--- config.mk ---
export PLATFORM = sky130hd
export DESIGN_NAME = ps_tx_ctrl_flat
export DESIGN_NICKNAME = d
export VERILOG_FILES = /design/src/rtl/ps_tx_pkg.sv /design/src/rtl/ps_tx_ctrl_if.sv /design/src/rtl/ps_shift8.sv /design/src/rtl/ps_tx_ctrl.sv /design/src/flat_wrapper.sv
export SDC_FILE = /design/constraint.sdc
export NUM_CORES = 1
export LEC_CHECK = 0
export BUFFER_PORTS_ARGS = -buffer_cell sky130_fd_sc_hd__buf_2
export CAP_MARGIN = 0
export CORE_ASPECT_RATIO = 0.6
export CORE_MARGIN = 4
export CORE_UTILIZATION = 45
export DETAILED_ROUTE_END_ITERATION = 10
export PLACE_DENSITY = 0.68
export RECOVER_POWER = 25
export SYNTH_ARGS = -nofsm -noshare
export SYNTH_HDL_FRONTEND = slang
export SYNTH_SLANG_ARGS = --single-unit
--- constraint.sdc ---
create_clock -name dclk -period 5.3 [get_ports dclk]
set_input_delay 0 -clock dclk [delete_from_list [all_inputs] [get_ports dclk]]
set_output_delay 0 -clock dclk [all_outputs]
set_load 0.1 [all_outputs]
--- src/rtl/ps_tx_pkg.sv ---
// Shared types and constants for the parallel-to-serial transmit path.
package ps_tx_pkg;

  localparam int BYTE_W = 8;
  localparam logic [BYTE_W-1:0] COM_DEF  = 8'hBC;
  localparam logic [BYTE_W-1:0] IDLE_DEF = 8'h7C;

  typedef enum logic [1:0] {
    ST_IDLE   = 2'd0,
    ST_SYNC   = 2'd1,
    ST_ACTIVE = 2'd2
  } state_t;

endpackage

--- src/rtl/ps_tx_ctrl_if.sv ---
// Byte-side handshake and serial-side outputs of the transmit sequencer.
interface ps_tx_ctrl_if #(parameter int CNT_W = 16);

  logic             tx_en;
  logic             valid;
  logic [7:0]       data_in;
  logic             ready;
  logic             data_out;
  logic             synced;
  logic [CNT_W-1:0] byte_cnt;

  modport master (output tx_en, valid, data_in,
                  input  ready, data_out, synced, byte_cnt);

  modport slave  (input  tx_en, valid, data_in,
                  output ready, data_out, synced, byte_cnt);

endinterface

--- src/rtl/ps_shift8.sv ---
// 8-bit MSB-first load/shift register with bit counter; boundary marks the last bit of a byte.
// Held at INIT_VAL while not running; loads load_val on the boundary edge, no added latency.
module ps_shift8
  import ps_tx_pkg::*;
#(
  parameter logic [BYTE_W-1:0] INIT_VAL = COM_DEF
) (
  input  logic              dclk,
  input  logic              reset,
  input  logic              run,
  input  logic [BYTE_W-1:0] load_val,
  output logic              msb,
  output logic              boundary
);

  logic [BYTE_W-1:0] sr;
  logic [2:0]        bit_cnt;

  always_ff @(posedge dclk or posedge reset) begin
    if (reset) begin
      sr      <= INIT_VAL;
      bit_cnt <= 3'd0;
    end else if (!run) begin
      sr      <= INIT_VAL;
      bit_cnt <= 3'd0;
    end else if (boundary) begin
      sr      <= load_val;
      bit_cnt <= 3'd0;
    end else begin
      sr      <= {sr[BYTE_W-2:0], 1'b0};
      bit_cnt <= bit_cnt + 3'd1;
    end
  end

  assign msb      = sr[BYTE_W-1];
  assign boundary = (bit_cnt == 3'd7);

endmodule

--- src/rtl/ps_tx_ctrl.sv ---
// Transmit sequencer: COM preamble after enable, then one byte per 8 bit clocks (IDLE fill if no valid).
// ready is a one-cycle load strobe on the byte boundary; tx_en only takes effect at byte boundaries.
module ps_tx_ctrl
  import ps_tx_pkg::*;
#(
  parameter int          SYNC_BYTES = 4,
  parameter logic [7:0]  COM_CHAR   = COM_DEF,
  parameter logic [7:0]  IDLE_CHAR  = IDLE_DEF,
  parameter int          CNT_W      = 16
) (
  input  logic        dclk,
  input  logic        reset,
  ps_tx_ctrl_if.slave bus
);

  localparam logic [3:0] SYNC_LAST = 4'(SYNC_BYTES - 1);

  state_t           state, state_nxt;
  logic [3:0]       sync_cnt, sync_cnt_nxt;
  logic [CNT_W-1:0] byte_cnt;
  logic [7:0]       load_val;
  logic             boundary;
  logic             msb;
  logic             ready;

  ps_shift8 #(.INIT_VAL(COM_CHAR)) u_shift (
    .dclk     (dclk),
    .reset    (reset),
    .run      (state != ST_IDLE),
    .load_val (load_val),
    .msb      (msb),
    .boundary (boundary)
  );

  always_ff @(posedge dclk or posedge reset) begin
    if (reset) begin
      state    <= ST_IDLE;
      sync_cnt <= 4'd0;
      byte_cnt <= '0;
    end else begin
      state    <= state_nxt;
      sync_cnt <= sync_cnt_nxt;
      if (ready && bus.valid)
        byte_cnt <= byte_cnt + 1'b1;
    end
  end

  always_comb begin
    state_nxt    = state;
    sync_cnt_nxt = sync_cnt;
    load_val     = COM_CHAR;
    ready        = boundary & bus.tx_en &
                   ((state == ST_ACTIVE) | ((state == ST_SYNC) & (sync_cnt == SYNC_LAST)));

    case (state)
      ST_IDLE: begin
        if (bus.tx_en)
          state_nxt = ST_SYNC;
      end
      ST_SYNC: begin
        if (boundary) begin
          if (!bus.tx_en) begin
            state_nxt    = ST_IDLE;
            sync_cnt_nxt = 4'd0;
          end else if (sync_cnt < SYNC_LAST) begin
            sync_cnt_nxt = sync_cnt + 4'd1;
          end else begin
            state_nxt    = ST_ACTIVE;
            sync_cnt_nxt = 4'd0;
          end
        end
      end
      ST_ACTIVE: begin
        if (boundary && !bus.tx_en)
          state_nxt = ST_IDLE;
      end
      default: begin
        state_nxt    = ST_IDLE;
        sync_cnt_nxt = 4'd0;
      end
    endcase

    // Data bytes are passed through verbatim, even if they alias COM or IDLE.
    if (ready)
      load_val = bus.valid ? bus.data_in : IDLE_CHAR;
  end

  assign bus.ready    = ready;
  assign bus.data_out = (state != ST_IDLE) & msb;
  assign bus.synced   = (state == ST_ACTIVE);
  assign bus.byte_cnt = byte_cnt;

endmodule

--- src/flat_wrapper.sv ---
// flat-port wrapper written by rule: the top's interface ports become plain ports
module ps_tx_ctrl_flat import ps_tx_pkg::*;
#(
  parameter int          SYNC_BYTES = 4,
  parameter logic [7:0]  COM_CHAR   = COM_DEF,
  parameter logic [7:0]  IDLE_CHAR  = IDLE_DEF,
  parameter int          CNT_W      = 16
)
  (dclk, reset, bus_tx_en, bus_valid, bus_data_in, bus_ready, bus_data_out, bus_synced, bus_byte_cnt);
  ps_tx_ctrl_if #(.CNT_W(CNT_W)) bus_i ();
  input  logic dclk;
  input  logic reset;
  input wire logic [$bits(bus_i.tx_en)-1:0] bus_tx_en;
  input wire logic [$bits(bus_i.valid)-1:0] bus_valid;
  input wire logic [$bits(bus_i.data_in)-1:0] bus_data_in;
  output wire logic [$bits(bus_i.ready)-1:0] bus_ready;
  output wire logic [$bits(bus_i.data_out)-1:0] bus_data_out;
  output wire logic [$bits(bus_i.synced)-1:0] bus_synced;
  output wire logic [$bits(bus_i.byte_cnt)-1:0] bus_byte_cnt;
  assign bus_i.tx_en = bus_tx_en;
  assign bus_i.valid = bus_valid;
  assign bus_i.data_in = bus_data_in;
  assign bus_ready = bus_i.ready;
  assign bus_data_out = bus_i.data_out;
  assign bus_synced = bus_i.synced;
  assign bus_byte_cnt = bus_i.byte_cnt;
  ps_tx_ctrl #(.SYNC_BYTES(SYNC_BYTES), .COM_CHAR(COM_CHAR), .IDLE_CHAR(IDLE_CHAR), .CNT_W(CNT_W)) u_core (.dclk(dclk), .reset(reset), .bus(bus_i));
endmodule
# Yosys cells after proc, flatten, opt, wreduce, memory -nomap -nowiden
# Index checks and enable logic that the tools add are counted.
# classes
magnitude_cmp	1
n_eq_ne	8
n_reduce_logical	8
n_mux	16
addsub	3
n_bitwise	6
# op_table
cell	count
8-bit 2-to-1 mux	4
16-bit by 1-bit adder with 16-bit output, second input constant	1
4-bit 2-to-1 mux	3
2-bit 2-to-1 mux	5
4-bit case mux with 2 select lines	1
3-bit 2-to-1 mux	2
2-bit case mux with 3 select lines	1
4-bit by 1-bit adder with 4-bit output, second input constant	1
1-bit bitwise AND	4
4-bit by 2-bit == test with 1-bit output, second input constant	1
4-bit by 2-bit < comparator with 1-bit output, second input constant	1
2-bit by 1-bit != test with 1-bit output, second input constant	2
4-bit AND reduction	1
3-bit by 1-bit adder with 3-bit output, second input constant	1
3-bit == test, second input constant	1
3-bit != test, second input constant	1
2-bit by 1-bit == test with 1-bit output, second input constant	1
2-bit == test, second input constant	1
1-bit logical AND	2
2-bit zero test	1
2-bit != test, second input constant	1
2-bit AND reduction	1
2-bit nonzero test	1
2-bit OR reduction	1
other kinds (3)	3
# totals
ff_bits	33
output_inout_bits	19
elab_cells	47
input_bits	12

# Longest topological paths before layout
# depth
depth_word	7
depth_mapped	7
ltp_nobuf	6

# Cells and area by module
# Synthesis repeated with hierarchy kept, for this count alone.
# unflattened
hier_cells	145
area_unflattened_um2	1616.6
# by_module_without_submodules
mod	instances	cells_each	seq_area_each_um2	area_per_inst_um2
ps_tx_ctrl	1	111	550.5	1158.6
ps_shift8	1	34	281.5	457.9

# Worst setup path after synthesis
# OpenSTA, ideal clock, no wires.
# synth_timing
path_kind	register -> register
from	register u_core.state[1]
to	register u_core.u_shift.sr[6]
n_path_buf	0
slack_ps	1635
required_ps	5224
path_stages_with_launch	5
setup_ps	76
t_arrival_ps	3589
synth_period_minus_slack_ps	3665
path_cell_list	dfrtp_1 -> nor2b_1 -> a21oi_1 -> nor2_1 -> a32o_1
# synth_via
elab_cells_between_ends	9
classes_between	eq/ne: 2; mux: 3; bitwise: 3; reduce/logical: 1
# synth_lines
element	line_no	text
start: declaration	ps_tx_ctrl.sv:18	state_t state, state_nxt;
start signal: assignment	ps_tx_ctrl.sv:41	state <= state_nxt;
2-bit == test	--	
via bus_synced	flat_wrapper.sv:18	output wire logic [$bits(bus_i.synced)-1:0] bus_synced;
1-bit bitwise OR	ps_tx_ctrl.sv:53	((state == ST_ACTIVE) | ((state == ST_SYNC) & (sync_cnt == SYNC_LAST)));
1-bit bitwise AND	ps_tx_ctrl.sv:52	ready = boundary & bus.tx_en &
via bus_ready	flat_wrapper.sv:16	output wire logic [$bits(bus_i.ready)-1:0] bus_ready;
8-bit 2-to-1 mux	ps_tx_ctrl.sv:84	if (ready)
8-bit 2-to-1 mux	ps_shift8.sv:26	end else if (boundary) begin
8-bit 2-to-1 mux	ps_shift8.sv:23	end else if (!run) begin
end signal: assignment	ps_shift8.sv:27	sr <= load_val;
end signal: assignment	ps_shift8.sv:30	sr <= {sr[BYTE_W-2:0], 1'b0};
end: declaration	ps_shift8.sv:16	logic [BYTE_W-1:0] sr;
# The timed path passes the listed nets, and every way through them passes these cells.
# A chain may end at the register's enable or synchronous reset.

# Final worst setup path
# layout_timing
from	register u_core.u_shift.bit_cnt[0]
to	register u_core.byte_cnt[14] (netlist: u_core.bus.byte_cnt[14])
# layout_via
elab_chain_cells	4
# layout_lines
element	line_no	text
start: declaration	ps_shift8.sv:17	logic [2:0] bit_cnt;
start signal: assignment	ps_shift8.sv:31	bit_cnt <= bit_cnt + 3'd1;
3-bit == test	ps_shift8.sv:36	assign boundary = (bit_cnt == 3'd7);
1-bit bitwise AND (2 in series)	ps_tx_ctrl.sv:52	
1-bit logical AND	ps_tx_ctrl.sv:43	if (ready && bus.valid)
end signal: assignment	ps_tx_ctrl.sv:44	byte_cnt <= byte_cnt + 1'b1;
end: declaration	ps_tx_ctrl.sv:20	logic [CNT_W-1:0] byte_cnt;
# Every way passes these cells.

==> results.ini <==
[placed_design]
place_inst = 204
dp.final_hpwl_microns = 2260
post_dp_cell_area_sq_um = 1710
place.gp.congestion = 0.786
portBuffers = 30

[synth]
syn_nets = 150
ys.flop_type = dfrtp_1
syn_inst = 134
async_flop_share_pct = 100
yosysSeqAreaShare_pct = 55.0
synthDistinctLibCells = 32
synth_edf_count = 0
synth_area_sq_um = 1510
synth_seq_cells = 33
ys_warn_count = 0
avgSynthCellArea_sq_um = 11.3

[detailed_routing]
vias = 1159
routed_wl_microns = 3110
drc = 0
vias_per_cell = 5.24
drtIter0Drc = 53
drt_first_pass_iters = 4
avgRoutedWirePerCell_microns = 14.1
route.antenna.remaining_nets = 0

[worst_setup_path]
criticalPathCategory = reg2reg
startpoint = u_core.u_shift.bit_cnt[0]
cp.required_ps = 5460
cp-start-kind = flop
r2r_end = u_core.bus.byte_cnt[14]
r2r-start = u_core.u_shift.bit_cnt[0]
ff2ff_setup_slack_ps = 3300
crit_arrival_ps = 2160
worst-path-max-fanout = 14
crit_end = u_core.bus.byte_cnt[14]
r2r_cells = 6
crit_path_end_kind = flop

[floorplanning]
die_w_microns = 82.9
start_util_pct = 49.8
fp-row-count = 15
die_y_microns = 52.9
core_region_area_sq_um = 3040
num_io_pins = 31
die_area_sq_um = 4390

[global_routing]
grt_usage_pct = 16.0
grt_max_degree = 34
grt_pass1_vias = 1113
antenna_found_initial = 0
grt_pass1_wl_microns = 5350
grt-ovfl-total = 0

[timing]
report.final.slew_viol_count = 34
rsz0062_at_grt = no
period_share_pct = 37.8
fin_worst_skew_ps = 4.91
fmax_ghz = 0.500
tns_ps = 0
max_slew.worst_pin.slew_ps = 1710
finalSetupViolCount = 0
relSlewSlack_pct = -13.8
min_period_ps = 2000
finalHoldViolations = 0

[clock_network]
cts.htree.levels = 2
clk_pin_slew_ps = 60
post_cts_resized = 0
cts_buffer_depth = 2
cts_tree = yes
clock-sinks = 33
cts_buffers = 5
root_buffer = clkbuf_8
clk_latency_ps = 280

[final_layout]
final_cells = 221
design_area_sq_um = 1880
syn_to_final_growth_pct = 24.0
antenna_cells = 0
layout-drive-gt1-share_pct = 26.3
num-nets-final = 194

[job]
drv_cap = 1

[pwr]
power_uw = 749
p_leak_uw = 0.000948
power_per_cell_area_nw_per_um2 = 399
ir_drop_uv = 334

[min_path]
min_path_type = in2reg

[outcome]
status = finished, violations left
violations = max-capacitance violations, max-slew violations

==> area by class of cell <==
class,count,area (sq um)
inverter,3,11.3
timing repair buffer,40,244
multi-input combinational,95,656
tap,42,52.6
clock buffer,6,72.6
clock inverter,2,10.0
fill,263,1160
sequential,33,832
==> state kept, by name (all words and copies together), names as in the netlist <==
signal / flops
u_core.sync_cnt: 4
u_core.state: 2
u_core.u_shift.sr: 8
u_core.bus.byte_cnt: 16
u_core.u_shift.bit_cnt: 3
==> routing by layer <==
layer | up-vias | part of all wire, % | track usage [%] | wire (microns)
li1 | 563 | - | - | -
met5 | - | 0 | 0 | 0
met1 | 564 | 48 | 21.2 | 1490
met2 | 30 | 45 | 25.4 | 1410
met4 | 0 | 0.71 | 4.89 | 22
met3 | 2 | 5.9 | 4.98 | 182
==> worst max-delay path: stages, from the launching register on <==
cell	delay, ps
dfrtp_1	380
ha_1	200
ha_1	340
and4b_1	290
a22o_4	340
and4_1	200
xor2_1	130
==> worst min path at each step <==
stage / start / to / slack (ps) / depth (start not counted)
finish: bus_tx_en / u_core.state[1] / 20 / 3
global route: bus_tx_en / u_core.state[0] / 30 / 3
CTS: bus_tx_en / u_core.state[1] / 10 / 3
detailed placement: reset / u_core.sync_cnt[1] / 110 / 3
global placement: reset / u_core.sync_cnt[1] / 100 / 3
floorplan: bus_valid / u_core.u_shift.sr[7] / 100 / 2
==> layout by cell type, fill, tap and decap left out, types with 3 or more instances in the layout <==
cell	count
clkbuf_8	5
o22ai_1	4
and2_1	5
dfrtp_1	28
xnor2_1	12
nand3_1	3
nand4_1	12
dfstp_2	5
inv_1	3
dlygate4sd3_1	9
ha_1	4
a21oi_1	3
nand2_1	17
nor2_1	8
buf_2	30
nor3_1	4
xor2_1	3
==> through the flow <==
stage / worst slack, ps / hold slack (ps) / util, %
6_report: 3300 / 23.3 / 61.8
5_1_grt: 2960 / 26.2 / 61.8
4_1_cts: 3300 / 13.6 / 61.9
3_5_place_dp: 3310 / 106 / 56.2
3_3_place_gp: 3390 / 99.3 / 56.2
2_1_floorplan: 1630 / 101 / -
==> report_power, final <==
group / switching, uW / leakage [uW] / internal (uW)
registers: 28.0 / 0.000429 / 312
clock network: 84.4 / 0.0000450 / 90.8
logic: 154 / 0.000474 / 79.7
total: 266 / 0.000948 / 483
==> Yosys cell counts (all sizes together) (2+ instances only) <==
cell | count | area share [%]
nor3 | 4 | 1.3
a22oi | 2 | 1.9
and2 | 5 | 2.1
dfrtp | 28 | 46
dfstp | 5 | 8.7
inv | 3 | 0.74
nand2b | 2 | 0.83
clkbuf | 2 | 0.50
o21ai | 3 | 0.99
xnor2 | 12 | 6.9
nor2 | 8 | 2.0
ha | 4 | 3.3
and4 | 2 | 1.2
nand4 | 12 | 5.0
a21oi | 3 | 0.99
o22ai | 4 | 1.7
nand2 | 17 | 4.2
and3 | 2 | 0.83
nand3 | 3 | 0.99
xor2 | 3 | 1.7
==> logic make-up (layout without fill, tap and decap cells) <==
kind of cell             Yosys count  in the layout  synth area share (%)
AND/OR/NAND/NOR                   61             61                  23.4
buffers and inverters              6             51                  1.74
AO/OA/AOI/OAI                     15             15                  7.93
adder cells (fa/ha/maj)            4              4                  3.31
flip-flops                        33             33                  55.0
XOR/XNOR                          15             15                  8.68
==> timing repair <==
action,CTS,global route
setup buffers,0,0
endpoints found under the setup margin,0,0
endpoints found under the hold margin,35,0
hold buffers,9,0
No activity file was read; power rests on OpenSTA's default activity.
